--- config.mk ---
export PLATFORM = sky130hd
export DESIGN_NAME = fsmc_bus_bridge
export DESIGN_NICKNAME = d
export VERILOG_FILES = /design/src/rtl/fsmc_bus_bridge_pkg.sv /design/src/rtl/fsmc_sync.sv /design/src/rtl/fsmc_bus_bridge.sv
export SDC_FILE = /design/constraint.sdc
export NUM_CORES = 1
export LEC_CHECK = 0
export CAP_MARGIN = 20
export CORE_MARGIN = 5
export CORE_UTILIZATION = 44
export CTS_CLUSTER_SIZE = 12
export DETAILED_ROUTE_END_ITERATION = 16
export PLACE_DENSITY = 0.73
export SYNTH_ARGS = -nofsm -noshare
export SYNTH_HDL_FRONTEND = slang
export SYNTH_SLANG_ARGS = --single-unit
--- constraint.sdc ---
create_clock -name clk -period 3.4 [get_ports clk]
set_input_delay 0.68 -clock clk [delete_from_list [all_inputs] [get_ports clk]]
set_output_delay 0.68 -clock clk [all_outputs]
set_load 0.01 [all_outputs]
--- src/rtl/fsmc_bus_bridge_pkg.sv ---
// Shared types and constants for the FSMC-to-register-bank bridge.
package fsmc_bus_bridge_pkg;

  // Bridge sequencing states
  typedef enum logic [2:0] {
    ST_WAIT_IDLE = 3'd0,
    ST_IDLE      = 3'd1,
    ST_RD_REQ    = 3'd2,
    ST_RD_CAP    = 3'd3,
    ST_RD_HOLD   = 3'd4,
    ST_WR_SAMPLE = 3'd5,
    ST_WR_ISSUE  = 3'd6
  } fsmc_state_e;

  // Fewer than two flops does not give metastability protection on the pins.
  localparam int unsigned C_SYNC_STAGES_MIN = 2;

  // Shortest MCU DATAST (in clk cycles) that still sees read data at NOE rise.
  function automatic int unsigned fsmc_min_datast(input int unsigned sync_stages);
    return sync_stages + 4;
  endfunction

  // Register bank address map
  localparam logic [15:0] REG_ID   = 16'h0000;
  localparam logic [15:0] REG_CTRL = 16'h0001;
  localparam logic [15:0] REG_DATA = 16'h0002;
  localparam logic [15:0] REG_CFG  = 16'h0003;
  localparam logic [15:0] REG_BUF  = 16'h0100;

endpackage

--- src/rtl/fsmc_sync.sv ---
// Multi-flop synchronizer for asynchronous FSMC pins, with a per-instance reset value.
module fsmc_sync #(
  parameter int                 p_WIDTH   = 1,
  parameter int                 p_STAGES  = 2,
  parameter logic [p_WIDTH-1:0] p_RST_VAL = '0
) (
  input  logic               clk,
  input  logic               rst_n,
  input  logic [p_WIDTH-1:0] d_i,
  output logic [p_WIDTH-1:0] q_o
);

  logic [p_WIDTH-1:0] sr_q [p_STAGES];

  // Shift the pin value through the flop chain
  always_ff @(posedge clk or negedge rst_n) begin
    if (!rst_n) begin
      for (int i = 0; i < p_STAGES; i++) sr_q[i] <= p_RST_VAL;
    end else begin
      sr_q[0] <= d_i;
      for (int i = 1; i < p_STAGES; i++) sr_q[i] <= sr_q[i-1];
    end
  end

  assign q_o = sr_q[p_STAGES-1];

endmodule

--- src/rtl/fsmc_bus_bridge.sv ---
// Converts MCU FSMC async SRAM-mode cycles into single-clock register strobes.
//
// state        | meaning
// WAIT_IDLE    | wait for NE high or both strobes high before accepting a new strobe
// IDLE         | waiting for NOE or NWE to fall
// RD_REQ       | ren high for this one cycle
// RD_CAP       | register bank presents rdata; captured into the pad data register
// RD_HOLD      | drive pad while NOE/NE stay low
// WR_SAMPLE    | NWE low, track addr/data every clk
// WR_ISSUE     | wen high for this one cycle
module fsmc_bus_bridge
  import fsmc_bus_bridge_pkg::*;
#(
  parameter int p_WIDTH_ADDR  = 16,
  parameter int p_WIDTH_DATA  = 16,
  parameter int p_SYNC_STAGES = 2
) (
  input  logic                    clk,
  input  logic                    rst_n,
  input  logic                    fsmc_ne,
  input  logic                    fsmc_noe,
  input  logic                    fsmc_nwe,
  input  logic [p_WIDTH_ADDR-1:0] fsmc_a,
  input  logic [p_WIDTH_DATA-1:0] fsmc_d_i,
  output logic [p_WIDTH_DATA-1:0] fsmc_d_o,
  output logic                    fsmc_d_oe,
  output logic [p_WIDTH_ADDR-1:0] addr,
  output logic [p_WIDTH_DATA-1:0] wdata,
  output logic                    wen,
  output logic                    ren,
  input  logic [p_WIDTH_DATA-1:0] rdata,
  output logic                    proto_err
);

  localparam int STAGES = (p_SYNC_STAGES < int'(C_SYNC_STAGES_MIN)) ?
                          int'(C_SYNC_STAGES_MIN) : p_SYNC_STAGES;
  localparam int CW     = $clog2(STAGES + 1);

  logic                    s_ne, s_noe, s_nwe;
  logic [p_WIDTH_ADDR-1:0] s_a;
  logic [p_WIDTH_DATA-1:0] s_d;

  fsmc_sync #(.p_WIDTH(3), .p_STAGES(STAGES), .p_RST_VAL(3'b111)) u_sync_strb (
    .clk   (clk),
    .rst_n (rst_n),
    .d_i   ({fsmc_ne, fsmc_noe, fsmc_nwe}),
    .q_o   ({s_ne, s_noe, s_nwe})
  );

  fsmc_sync #(.p_WIDTH(p_WIDTH_ADDR), .p_STAGES(STAGES), .p_RST_VAL('0)) u_sync_addr (
    .clk   (clk),
    .rst_n (rst_n),
    .d_i   (fsmc_a),
    .q_o   (s_a)
  );

  fsmc_sync #(.p_WIDTH(p_WIDTH_DATA), .p_STAGES(STAGES), .p_RST_VAL('0)) u_sync_data (
    .clk   (clk),
    .rst_n (rst_n),
    .d_i   (fsmc_d_i),
    .q_o   (s_d)
  );

  fsmc_state_e             state_q, state_d;
  logic [p_WIDTH_ADDR-1:0] addr_q, addr_d;
  logic [p_WIDTH_DATA-1:0] wdata_q, wdata_d;
  logic [p_WIDTH_DATA-1:0] d_o_q, d_o_d;
  logic                    wen_q, wen_d;
  logic                    ren_q, ren_d;
  logic                    proto_err_q, proto_err_d;
  // The synchronizers reset to "strobes inactive", which would look like a
  // finished cycle; hold WAIT_IDLE until the chain reflects the real pins.
  logic [CW-1:0]           settle_q, settle_d;

  // Register state, bus outputs and the post-reset settle timer
  always_ff @(posedge clk or negedge rst_n) begin
    if (!rst_n) begin
      state_q     <= ST_WAIT_IDLE;
      addr_q      <= '0;
      wdata_q     <= '0;
      d_o_q       <= '0;
      wen_q       <= 1'b0;
      ren_q       <= 1'b0;
      proto_err_q <= 1'b0;
      settle_q    <= CW'(STAGES);
    end else begin
      state_q     <= state_d;
      addr_q      <= addr_d;
      wdata_q     <= wdata_d;
      d_o_q       <= d_o_d;
      wen_q       <= wen_d;
      ren_q       <= ren_d;
      proto_err_q <= proto_err_d;
      settle_q    <= settle_d;
    end
  end

  // Next-state and strobe generation
  always_comb begin
    state_d     = state_q;
    addr_d      = addr_q;
    wdata_d     = wdata_q;
    d_o_d       = d_o_q;
    wen_d       = 1'b0;
    ren_d       = 1'b0;
    proto_err_d = proto_err_q | (~s_noe & ~s_nwe);
    settle_d    = (settle_q == '0) ? settle_q : settle_q - CW'(1);

    case (state_q)
      ST_WAIT_IDLE: begin
        if ((settle_q == '0) && (s_ne || (s_noe && s_nwe))) state_d = ST_IDLE;
      end
      ST_IDLE: begin
        if (!s_noe && !s_nwe) begin
          state_d = ST_WAIT_IDLE;
        end else if (!s_ne && !s_noe) begin
          state_d = ST_RD_REQ;
          addr_d  = s_a;
          ren_d   = 1'b1;
        end else if (!s_ne && !s_nwe) begin
          state_d = ST_WR_SAMPLE;
          addr_d  = s_a;
          wdata_d = s_d;
        end
      end
      ST_RD_REQ: begin
        state_d = ST_RD_CAP;
      end
      ST_RD_CAP: begin
        d_o_d   = rdata;
        state_d = ST_RD_HOLD;
      end
      ST_RD_HOLD: begin
        if (s_noe || s_ne) state_d = ST_WAIT_IDLE;
      end
      ST_WR_SAMPLE: begin
        if (s_nwe) begin
          state_d = ST_WR_ISSUE;
          wen_d   = 1'b1;
        end else if (s_ne) begin
          state_d = ST_WAIT_IDLE;
        end else begin
          addr_d  = s_a;
          wdata_d = s_d;
        end
      end
      ST_WR_ISSUE: begin
        state_d = ST_WAIT_IDLE;
      end
      default: begin
        state_d = ST_WAIT_IDLE;
      end
    endcase
  end

  // Raw pins here so the pad is released the moment the MCU lets go
  assign fsmc_d_oe = (state_q == ST_RD_HOLD) & ~fsmc_noe & ~fsmc_ne;
  assign fsmc_d_o  = d_o_q;
  assign addr      = addr_q;
  assign wdata     = wdata_q;
  assign wen       = wen_q;
  assign ren       = ren_q;
  assign proto_err = proto_err_q;

endmodule
==> metrics.md, run 1 <==
| Metric | Value |
|---|---|
| Int Pwr | `3690 µW` |
| Starting utilization of the core area | `44.6%` |
| TritonCTS sink count | `126` |
| Number of top-level pins | `105` |
| Net count after synthesis | `277` |
| Worst reg2reg endpoint | `addr[14]` |
| Pin count of the biggest net entering global routing | `70` |
| Run status | `finished, final reports clean` |
| Clk slew on worst S/H paths | `0.06 ns` |
| # setup viols final | `0` |
| DR vias | `2176` |
| Number of buffers inserted by hold repair at cts | `0` |
| Overall fraction of global-route tracks in use | `13.8%` |
| Most used DFF post-synth | `sky130_fd_sc_hd__dfrtp_1` |
| Netlist area before placement | `4080 µm²` |
| First-pass GRT wire length | `12000 µm` |
| Startpoint type of the worst setup path | `register` |
| PD cells | `871 nW/µm²` |
| Total iterations of the first detailed-routing run | `4` |
| Fin Setup TNS | `0 ns` |
| Number of enable-type register cells in the synthesized netlist | `0` |
| Fraction of registers with async set or reset after synthesis | `100%` |
| R2r startpoint | `u_sync_strb.q_o[0]` |
| Post-synth top area share | `73.0%` |
| Worst-margin pin slew | `0.943 ns` |
| Final Hold Viols | `0` |
| Number of maximum-capacitance violations | `0` |
| Category of the worst setup path capture point | `output pin` |
| Post-cts repair resize count | `0` |
| Met1 layer usage reported by global route | `15.7%` |
| Comb power frac | `28.1%` |
| Post-layout nets | `393` |
| Static leakage | `0.00248 µW` |
| Synthesis-stage register bit count | `126` |
| Via count of the first global-routing pass | `2499` |
| Proportion of total power due to net switching | `26.0%` |
| Worst endpoint required time | `2.72 ns` |
| Top cells by count, synth | `119 x sky130_fd_sc_hd__dfrtp_1, 38 x sky130_fd_sc_hd__mux2_2, 10 x sky130_fd_sc_hd__mux2_4` |
| H-Tree Level Count | `4` |
| Area of all placed cells without fillers | `5730 µm²` |
| Number of nets with antenna violations after detailed routing | `0` |
| Tcrit/Tclk final | `77.5%` |
| Unrepaired setup endpoints after global routing | `false` |
| Inserted Diodes | `0` |
| Wire length reported by the detailed router | `7010 µm` |
| Layout overhead on the synthesized area | `40.4%` |
| Largest cells by area after synthesis | `sky130_fd_sc_hd__dfrtp_1 73%, sky130_fd_sc_hd__mux2_2 10%, sky130_fd_sc_hd__dfstp_2 4.5%, sky130_fd_sc_hd__mux2_4 3.7%, sky130_fd_sc_hd__a2111oi_4 0.67%` |
| Min-delay worst type | `in2async` |
| Ordered cell list for the critical path | `nor2_1, nand2_1, nor3_1, clkdlybuf4s50_1` |
| Worst Path Arrival | `1.95 ns` |
| Number of distinct library cells after synthesis | `31` |
| Met3 layer usage reported by global route | `7.47%` |
| Start point of the critical path | `state_q[0]` |
| Most used standard cell by instance count after synthesis | `sky130_fd_sc_hd__dfrtp_1` |
| Fraction of final layout cells sized beyond drive strength 1 | `26.2%` |
| Met2 Usage GRT | `21.9%` |
| Fmax | `0.380 GHz` |
| Final total power | `4990 µW` |
| TritonCTS clock tree | `done` |
| Count of pins over their slew limit | `0` |
| Number of filler instances in the final layout | `656` |
| Port Buffer Count | `104` |
| Clock buffers created by TritonCTS | `17` |
| Number of DRC violations after detailed routing | `0` |
| Top cell type by total area after synthesis | `sky130_fd_sc_hd__dfrtp_1` |
| Max Root-Sink Buffers | `2` |
| Shortest clock period the worst path allows after layout | `2.63 ns` |
| Initial antenna violation count | `0` |
| Std-Cell Rows | `35` |
| Top fanout value on the critical path | `8` |
| Worst reg-to-reg path cell count | `3` |
| Clk Latency, worst-skew pair | `0.49 ns` |
| GRT Max-Usage Layer | `met2` |
| End point of the critical path | `fsmc_d_oe` |
| Syn. warnings | `0` |
| Max-slew headroom at the worst pin | `37.1%` |
| Detailed Route Iter0 Violations | `45` |
| Weighted congestion at the end of routability-driven global placement | `0.713` |
| Max stage delay on crit path | `0.57 ns` |
| Type of the setup path with the least slack | `reg2out` |
| Placed standard-cell area | `5210 µm²` |
| Die Span Y | `106 µm` |
| Wirelength per Cell | `15.2 µm` |
| Estimated wirelength of the detail-placed design | `4730 µm` |
| Power share of the clock group | `30.4%` |
| Core region area | `9150 µm²` |
| Flop pwr share | `41.5%` |
| Mapped Avg Cell Area | `18.3 µm²` |
| Slowest library cell on the worst path | `sky130_fd_sc_hd__clkdlybuf4s50_1` |
| Clock tree skew after final layout | `0.00811 ns` |
| Die width | `106 µm` |
| GR Overflow Total | `0` |
| Internal reg-to-reg setup slack | `1.18 ns` |
| Post-DR vias/cell | `4.71` |
| Maximum VDD drop | `0.000412 V` |
| Number of instances in the synthesized netlist | `223` |
| Clock Root Buffer | `sky130_fd_sc_hd__clkbuf_8` |
| P_sw | `1300 µW` |
| Die area | `11300 µm²` |
| Buffers inserted during post-CTS setup optimization | `0` |
| Register area share after synthesis | `77.5%` |
metal layers:
metal  part of all wire, %  vias up
li1                      -      990
met1                    41     1100
met2                    48       77
met3                   9.2        9
met4                   1.1        0
met5                     0        -
cells in the final DEF (no fill, tap or decap):
cell type                         synthesis  layout
sky130_fd_sc_hd__nand2b_4                 1       1
sky130_fd_sc_hd__nor3_1                   2       2
sky130_fd_sc_hd__a31o_2                   1       1
sky130_fd_sc_hd__buf_4                    2       3
sky130_fd_sc_hd__inv_1                    5       5
sky130_fd_sc_hd__clkbuf_16                0      16
sky130_fd_sc_hd__clkinv_2                 0       6
sky130_fd_sc_hd__o211ai_1                 2       2
sky130_fd_sc_hd__xnor2_1                  1       1
sky130_fd_sc_hd__mux2_2                  38      38
sky130_fd_sc_hd__buf_12                   1       1
sky130_fd_sc_hd__or4b_1                   1       1
sky130_fd_sc_hd__nor2_1                   4       4
sky130_fd_sc_hd__nand2b_1                 1       1
sky130_fd_sc_hd__a21oi_1                  2       2
sky130_fd_sc_hd__clkdlybuf4s50_1          0     103
sky130_fd_sc_hd__dfrtp_1                119     119
sky130_fd_sc_hd__o41ai_1                  1       1
sky130_fd_sc_hd__a211o_1                  1       1
sky130_fd_sc_hd__clkinvlp_4               0       3
sky130_fd_sc_hd__o21ai_0                  5       5
sky130_fd_sc_hd__mux2_4                  10      10
sky130_fd_sc_hd__a2111oi_4                1       1
sky130_fd_sc_hd__nand3_1                  1       1
sky130_fd_sc_hd__a211oi_1                 1       1
sky130_fd_sc_hd__ha_1                     1       1
sky130_fd_sc_hd__nand3b_1                 2       2
sky130_fd_sc_hd__clkbuf_8                 0       3
sky130_fd_sc_hd__nor4_1                   1       1
sky130_fd_sc_hd__nand2_1                  3       3
sky130_fd_sc_hd__clkbuf_1                 2       1
sky130_fd_sc_hd__dfstp_2                  7       7
sky130_fd_sc_hd__clkinv_4                 0       2
sky130_fd_sc_hd__o21bai_1                 1       1
sky130_fd_sc_hd__o21a_1                   1       1
critical path, delay by kind of cell, from the launching register on:
family | cells | cell delay (ns)
DFF | 1 | 0.48
and+or+nand+nor | 3 | 0.42
buffers and inverters | 1 | 0.57
flip-flops by register name, summed over array words and instances (netlist names), 16 cells and up:
signal,flops
u_sync_data.sr_q,16
u_sync_addr.q_o,16
wdata,16
addr,16
u_sync_addr.sr_q,16
u_sync_data.q_o,16
fsmc_d_o,16
worst min-delay path by stage:
stage	end	slack, ns	cells after the start
finish	u_sync_data.sr_q[31]	0.19	1
CTS	u_sync_data.sr_q[31]	0.20	1
detailed placement	u_sync_addr.q_o[3]	0.33	0
floorplan	u_sync_addr.q_o[0]	0.33	0
global route	u_sync_data.sr_q[31]	0.22	1
global placement	u_sync_data.q_o[3]	0.33	0
power by group through the flow:
stage,clock network (µW),registers (µW),logic [µW]
after floorplan,0,2180,573
after global placement,0,2070,1400
after detailed placement,0,2100,1420
after CTS,1570,2070,1430
after global routing,1640,2120,1510
final,1520,2070,1400
layout make-up:
class / instances / area, µm² / share of cell area (%)
inverters: 5 / 18.8 / 0.328
clock inverters: 11 / 70.1 / 1.22
repair buffers: 107 / 1070 / 18.7
well taps: 111 / 139 / 2.43
flip-flops and latches: 126 / 3160 / 55.2
clock buffers: 20 / 445 / 7.78
multi-input cells: 82 / 818 / 14.3
per-stage QoR:
stage / hold WS, ns / instances / util, % / setup slack [ns]
floorplan: 0.331 / 223 / - / 1.50
global placement: 0.332 / 431 / 56.9 / 0.860
detailed placement: 0.335 / 431 / 56.9 / 0.864
CTS: 0.203 / 462 / 62.6 / 0.733
global route: 0.221 / 462 / 62.6 / 0.633
finish: 0.191 / 462 / 62.6 / 0.767
cells by family after synthesis:
kind of cell	Yosys count	synth area share, %
muxes	48	14.2
xor gates and xnor gates	1	0.215
adders and majority gates	1	0.307
and+or+nand+nor	16	2.27
buffers and inverters	15	2.42
DFF	126	77.5
AOI/OAI and AO/OA	16	3.10
Note: power is estimated with default switching activity, not from simulation.
==> inputs of run 2 (changes only) <==
--- a/config.mk
+++ b/config.mk
@@ -7,10 +7,10 @@
 export LEC_CHECK = 0
 export CAP_MARGIN = 20
 export CORE_MARGIN = 5
-export CORE_UTILIZATION = 44
+export CORE_UTILIZATION = 43
 export CTS_CLUSTER_SIZE = 12
 export DETAILED_ROUTE_END_ITERATION = 16
-export PLACE_DENSITY = 0.73
+export PLACE_DENSITY = 0.75
 export SYNTH_ARGS = -nofsm -noshare
 export SYNTH_HDL_FRONTEND = slang
 export SYNTH_SLANG_ARGS = --single-unit
==> constraint.sdc (replaced) <==
create_clock -name clk -period 2.4 [get_ports clk]
set_input_delay 0.48 -clock clk [delete_from_list [all_inputs] [get_ports clk]]
set_output_delay 0.48 -clock clk [all_outputs]
set_load 0.01 [all_outputs]
==> run 2 against run 1 <==
  * Hold slack better by 0.15 ns
  * Wire length grew 1.9%
  * Flip-flop and latch count unchanged
  * Clock power grew 77%
  * Critical endpoint unchanged
  * Sequential share of layout area decreased by 1.7 points
  * Combinational power grew 43%
  * Via count is 1.4% higher
==> metrics.md, run 2 (same netlist as run 1, synthesis figures left out) <==
| Metric | Value |
|---|---|
| Run status | `finished, final reports clean` |
| Met1 layer usage reported by global route | `16.8% (+1.2 points)` |
| Shortest clock period the worst path allows after layout | `2.12 ns` |
| Comb power frac | `26.2% (-1.9 points)` |
| Number of DRC violations after detailed routing | `0 (unchanged)` |
| TritonCTS clock tree | `done` |
| H-Tree Level Count | `4 (unchanged)` |
| R2r startpoint | `u_sync_strb.q_o[0]` |
| Clk Latency, worst-skew pair | `0.50 ns (about the same)` |
| Max-slew headroom at the worst pin | `62.4% (+25 points)` |
| Final Hold Viols | `0 (unchanged)` |
| Worst reg2reg endpoint | `addr[1]` |
| Number of filler instances in the final layout | `677 (+3.2%)` |
| Start point of the critical path | `state_q[0]` |
| First-pass GRT wire length | `12300 µm (+2.2%)` |
| Static leakage | `0.00256 µW (+3.4%)` |
| Flop pwr share | `38.5% (-3.0 points)` |
| Top fanout value on the critical path | `8 (unchanged)` |
| Estimated wirelength of the detail-placed design | `4750 µm (+0.41%)` |
| Worst endpoint required time | `1.92 ns (-0.80 ns)` |
| Weighted congestion at the end of routability-driven global placement | `0.686 (-3.8%)` |
| Die area | `11500 µm² (+2.1%)` |
| P_sw | `1940 µW (+50%)` |
| Post-layout nets | `398 (+1.3%)` |
| Category of the worst setup path capture point | `output pin` |
| Clk slew on worst S/H paths | `0.06 ns (about the same)` |
| Unrepaired setup endpoints after global routing | `false` |
| Min-delay worst type | `reg2reg` |
| Number of nets with antenna violations after detailed routing | `0 (unchanged)` |
| Int Pwr | `5680 µW (+54%)` |
| Inserted Diodes | `0 (unchanged)` |
| GR Overflow Total | `0 (unchanged)` |
| Die width | `107 µm (+1.0%)` |
| Clock Root Buffer | `sky130_fd_sc_hd__clkbuf_8` |
| Clock tree skew after final layout | `0.00909 ns (+0.000974 ns)` |
| Combined area of the multi-input logic cells | `818 µm² (unchanged)` |
| DR vias | `2206 (+1.4%)` |
| Overall fraction of global-route tracks in use | `13.9% (+0.077 points)` |
| Starting utilization of the core area | `44.1% (-0.42 points)` |
| Fmax | `0.472 GHz` |
| Wire length reported by the detailed router | `7150 µm (+1.9%)` |
| Maximum VDD drop | `0.000524 V (+27%)` |
| Fraction of final layout cells sized beyond drive strength 1 | `27.5% (+1.2 points)` |
| Core region area | `9240 µm² (+0.96%)` |
| Type of the setup path with the least slack | `reg2out` |
| Met2 Usage GRT | `22.2% (+0.35 points)` |
| Wirelength per Cell | `14.7 µm (-3.1%)` |
| # setup viols final | `0 (unchanged)` |
| Worst Path Arrival | `1.64 ns (-0.31 ns)` |
| Most frequent cells in the layout | `118 x sky130_fd_sc_hd__dfrtp_1, 102 x sky130_fd_sc_hd__clkdlybuf4s50_1, 38 x sky130_fd_sc_hd__mux2_2` |
| Number of top-level pins | `105 (unchanged)` |
| Power share of the clock group | `35.3% (+4.9 points)` |
| Die Span Y | `107 µm (+1.0%)` |
| Startpoint type of the worst setup path | `register` |
| Hold Path Origin | `u_sync_data.sr_q[31]` |
| Post-DR vias/cell | `4.54 (-3.6%)` |
| End point of the most critical hold path | `u_sync_data.q_o[15]` |
| PD cells | `1290 nW/µm² (+48%)` |
| Count of pins over their slew limit | `0 (unchanged)` |
| Clock buffers created by TritonCTS | `17 (unchanged)` |
| Met3 layer usage reported by global route | `6.30% (-1.2 points)` |
| Worst reg-to-reg path cell count | `4 (+1)` |
| Tcrit/Tclk final | `88.3%` |
| Layout overhead on the synthesized area | `44.8%` |
| Std-Cell Rows | `35 (unchanged)` |
| Detailed Route Iter0 Violations | `62 (+38%)` |
| TritonCTS sink count | `126 (unchanged)` |
| Fin Setup TNS | `0 ns (unchanged)` |
| Pin count of the biggest net entering global routing | `44 (-37%)` |
| Max Root-Sink Buffers | `2 (unchanged)` |
| Via count of the first global-routing pass | `2498 (-0.040%)` |
| Total iterations of the first detailed-routing run | `4 (unchanged)` |
| Internal reg-to-reg setup slack | `0.52 ns (-0.66 ns)` |
| FF/Latch Area | `3160 µm² (about the same)` |
| Proportion of total power due to net switching | `25.5% (-0.49 points)` |
| Most frequent standard cell in the layout excluding fill and tap cells | `sky130_fd_sc_hd__dfrtp_1` |
| Worst-margin pin slew | `0.565 ns (-0.378 ns)` |
| Port Buffer Count | `104 (unchanged)` |
| Worst hold stages | `0` |
| Number of maximum-capacitance violations | `0 (unchanged)` |
| GRT Max-Usage Layer | `met2` |
| Number of instances in the placed design | `453 (+5.1%)` |
| Number of non-filler instances in the completed layout | `486 (+5.2%)` |
| Initial antenna violation count | `0 (unchanged)` |
## run 2: layout make-up
cell class / instances / area share (%)
clock buffer: 19 / 7.31
clock inverter: 13 / 3.41
inverter: 5 / 0.318
multi-input combinational: 82 / 13.9
sequential: 126 / 53.5
tap: 129 / 2.73
timing repair buffer: 112 / 18.8
## run 2: layer usage
layer | up-vias | routed length (µm)
li1 | 1001 | -
met1 | 1116 | 3010
met2 | 82 | 3500
met3 | 7 | 583
met4 | 0 | 53
met5 | - | 0
## run 2: stage by stage
step / setup slack [ns] / power (µW) / util (%) / area [µm²] / hold WS (ns)
after global placement: 0.268 / 4930 / 57.0 / 5260 / 0.332
after detailed placement: 0.241 / 5000 / 57.0 / 5260 / 0.335
after global routing: 0.119 / 8020 / 63.9 / 5910 / 0.349
after floorplan: 0.501 / 3900 / - / 4080 / 0.184
final: 0.281 / 7620 / 63.9 / 5910 / 0.344
after CTS: 0.236 / 7730 / 63.9 / 5910 / 0.345
## run 2: repair_timing
| item | CTS | global route |
|---|---|---|
| hold buffers | 1 | 0 |
| endpoints found under the setup margin | 1 | 0 |
| gates resized for setup | 2 | 0 |
| endpoints found under the hold margin | 37 | 0 |
| buffers inserted | 0 | 0 |
## run 2: worst max-delay path by stage
stage,endpoint,slack (ns),cells after the start
global placement,fsmc_d_oe,0.27,3
floorplan,wdata[10],0.50,5
finish,fsmc_d_oe,0.28,4
global route,fsmc_d_oe,0.12,4
CTS,fsmc_d_oe,0.24,4
detailed placement,fsmc_d_oe,0.24,3
## run 2: critical path, cell delays in order, from the launching register on
cell and delay (ns):
sky130_fd_sc_hd__dfrtp_2 0.47, sky130_fd_sc_hd__nor2_1 0.15, sky130_fd_sc_hd__nand2_1 0.08, sky130_fd_sc_hd__nor3_1 0.15
sky130_fd_sc_hd__dlygate4sd2_1 0.29
## run 2: power groups by stage
stage | clock network [µW] | registers (µW) | logic [µW]
detailed placement | 0 | 2970 | 2020
global placement | 0 | 2940 | 1990
finish | 2690 | 2930 | 2000
floorplan | 0 | 3080 | 812
CTS | 2750 | 2950 | 2040
global route | 2850 | 3020 | 2150
==> inputs of run 3 (changes only) <==
--- a/config.mk
+++ b/config.mk
@@ -6,11 +6,13 @@
 export NUM_CORES = 1
 export LEC_CHECK = 0
 export CAP_MARGIN = 20
+export CELL_PAD_IN_SITES_DETAIL_PLACEMENT = 0
+export CELL_PAD_IN_SITES_GLOBAL_PLACEMENT = 1
 export CORE_MARGIN = 5
-export CORE_UTILIZATION = 43
+export CORE_UTILIZATION = 36
 export CTS_CLUSTER_SIZE = 12
 export DETAILED_ROUTE_END_ITERATION = 16
-export PLACE_DENSITY = 0.75
+export PLACE_DENSITY_LB_ADDON = 0.1
 export SYNTH_ARGS = -nofsm -noshare
 export SYNTH_HDL_FRONTEND = slang
 export SYNTH_SLANG_ARGS = --single-unit
==> run 3 against run 2 <==
  * Critical path type unchanged
  * Worst setup slack improved by 0.22 ns
  * Flip-flop and latch count unchanged
  * Cell count increased by 1.2%
  * Die area increased by 18%
  * Fmax increased by 12%
  * Via count decreased by 2.7%
  * Clock skew decreased by 0.0024 ns
  * Wire length decreased by 0.27%
  * Sequential power about the same
  * Clock power decreased by 8.2%
  * Clock-buffer cell count increased by 5
  * Combinational power about the same
==> metrics.md, run 3 (same netlist as run 1, synthesis figures left out) <==
| Metric | Value |
|---|---|
| Worst reg2reg endpoint | `wdata[9]` |
| Inserted Diodes | `0 (unchanged)` |
| Final Hold Viols | `0 (unchanged)` |
| Overall fraction of global-route tracks in use | `11.6% (-2.3 points)` |
| Wire length reported by the detailed router | `7130 µm (-0.27%)` |
| Total iterations of the first detailed-routing run | `2 (-2)` |
| Clock Root Buffer | `sky130_fd_sc_hd__clkbuf_16` |
| Category of the worst setup path capture point | `output pin` |
| Run status | `finished, final reports clean` |
| Post-DR vias/cell | `4.36 (-3.9%)` |
| Number of DRC violations after detailed routing | `0 (unchanged)` |
| Startpoint type of the worst setup path | `register` |
| Number of non-filler instances in the completed layout | `492 (+1.2%)` |
| PD cells | `1260 nW/µm² (-2.4%)` |
| Most frequent standard cell in the layout excluding fill and tap cells | `sky130_fd_sc_hd__dfrtp_1` |
| Maximum VDD drop | `0.000662 V (+26%)` |
| Via count of the first global-routing pass | `2311 (-7.5%)` |
| # setup viols final | `0 (unchanged)` |
| Number of top-level pins | `105 (unchanged)` |
| Number of buffers inserted by hold repair at cts | `0 (-1)` |
| Detailed Route Iter0 Violations | `97 (+56%)` |
| DR vias | `2146 (-2.7%)` |
| Count of pins over their slew limit | `0 (unchanged)` |
| TritonCTS clock tree | `done` |
| Fin Setup TNS | `0 ns (unchanged)` |
| H-Tree Level Count | `4 (unchanged)` |
| Clock buffers created by TritonCTS | `17 (unchanged)` |
| Wirelength per Cell | `14.5 µm (-1.5%)` |
| Die area | `13600 µm² (+18%)` |
| Starting utilization of the core area | `37.1% (-7.0 points)` |
| GR Overflow Total | `0 (unchanged)` |
| Static leakage | `0.00255 µW (-0.70%)` |
| Post-cts repair resize count | `0 (-2)` |
| Unrepaired setup endpoints after global routing | `false` |
| Buffers inserted during post-CTS setup optimization | `0 (unchanged)` |
| TritonCTS sink count | `126 (unchanged)` |
| Pin count of the biggest net entering global routing | `50 (+14%)` |
| Top fanout value on the critical path | `8 (unchanged)` |
| Post-layout utilization of the core | `53.4% (-11 points)` |
| First-pass GRT wire length | `11800 µm (-4.0%)` |
| Initial antenna violation count | `0 (unchanged)` |
| Max Root-Sink Buffers | `2 (unchanged)` |
| Clock tree skew after final layout | `0.00665 ns (-0.00244 ns)` |
| Fmax | `0.528 GHz (+12%)` |
| Max-slew headroom at the worst pin | `67.5% (+5.2 points)` |
| Post-layout nets | `395 (-0.75%)` |
| Worst Path Arrival | `1.42 ns (-0.22 ns)` |
| Most frequent cells in the layout | `118 x sky130_fd_sc_hd__dfrtp_1, 102 x sky130_fd_sc_hd__clkdlybuf4s50_1, 38 x sky130_fd_sc_hd__mux2_2` |
| R2r startpoint | `state_q[2]` |
| Type of the setup path with the least slack | `reg2out` |
| Layout overhead on the synthesized area | `43.7%` |
| Die width | `116 µm (+8.4%)` |
| Worst-margin pin slew | `0.487 ns (-0.0776 ns)` |
| Clk Latency, worst-skew pair | `0.39 ns (-0.11 ns)` |
| Min-delay worst type | `in2async` |
| Std-Cell Rows | `38 (+8.6%)` |
| Core region area | `11000 µm² (+19%)` |
| Weighted congestion at the end of routability-driven global placement | `0.749 (+9.2%)` |
| Die Span Y | `116 µm (+8.4%)` |
| Worst reg-to-reg path cell count | `4 (unchanged)` |
| Shortest clock period the worst path allows after layout | `1.90 ns (-0.223 ns)` |
| Fraction of final layout cells sized beyond drive strength 1 | `26.4% (-1.0 points)` |
| Number of maximum-capacitance violations | `0 (unchanged)` |
| Clk slew on worst S/H paths | `0.05 ns (about the same)` |
| Tcrit/Tclk final | `79.0% (-9.3 points)` |
| Number of nets with antenna violations after detailed routing | `0 (unchanged)` |
| Port Buffer Count | `104 (unchanged)` |
| Final total power | `7380 µW (-3.1%)` |
| Estimated wirelength of the detail-placed design | `4790 µm (+0.77%)` |
| Internal reg-to-reg setup slack | `0.51 ns (about the same)` |
| Worst endpoint required time | `1.92 ns (about the same)` |
| Number of instances in the placed design | `462 (+2.0%)` |
run 3: area by class of cell:
type | count | area, µm²
Fill cell | 930 | 5120
Inverter | 5 | 18.8
Multi-Input combinational cell | 82 | 818
Clock inverter | 6 | 82.6
Timing Repair Buffer | 109 | 1100
Sequential cell | 126 | 3160
Clock buffer | 24 | 502
Tap cell | 140 | 175
run 3: how the worst max path moves through the flow:
stage                                  start         to  slack (ns)  depth (start not counted)
after detailed placement            fsmc_noe  fsmc_d_oe        0.28                          3
after floorplan           u_sync_strb.q_o[1]  wdata[10]        0.50                          5
final                             state_q[0]  fsmc_d_oe        0.50                          4
after global routing              state_q[0]  fsmc_d_oe        0.35                          4
after CTS                         state_q[0]  fsmc_d_oe        0.05                          4
after global placement              fsmc_noe  fsmc_d_oe        0.27                          3
run 3: where the power goes:
group | switching [µW] | internal, µW
Sequential | 284 | 2640
Clock | 823 | 1650
Combinational | 692 | 1300
run 3: stage by stage:
stage | hold WS, ns | cell area [µm²] | setup slack [ns]
after floorplan | 0.184 | 4080 | 0.501
after global placement | 0.331 | 5280 | 0.272
after detailed placement | 0.335 | 5280 | 0.277
after CTS | 0.0559 | 5860 | 0.0476
after global routing | 0.0688 | 5860 | 0.353
final | 0.0463 | 5860 | 0.505
run 3: worst max-delay path: stages (launching register included):
cell and delay [ns]:
sky130_fd_sc_hd__dfrtp_2 0.46, sky130_fd_sc_hd__nor2_1 0.17, sky130_fd_sc_hd__nand2_1 0.08, sky130_fd_sc_hd__nor3_1 0.13, sky130_fd_sc_hd__dlymetal6s2s_1 0.18
run 3: metal layers:
| layer | wire, µm | part of all wire, % | up-vias | global-route usage [%] |
|---|---|---|---|---|
| li1 | - | - | 989 | - |
| met1 | 3090 | 43 | 1093 | 14.8 |
| met2 | 3530 | 50 | 62 | 17.4 |
| met3 | 472 | 6.6 | 2 | 5.96 |
| met4 | 34 | 0.48 | 0 | 3.48 |
| met5 | 0 | 0 | - | 0 |
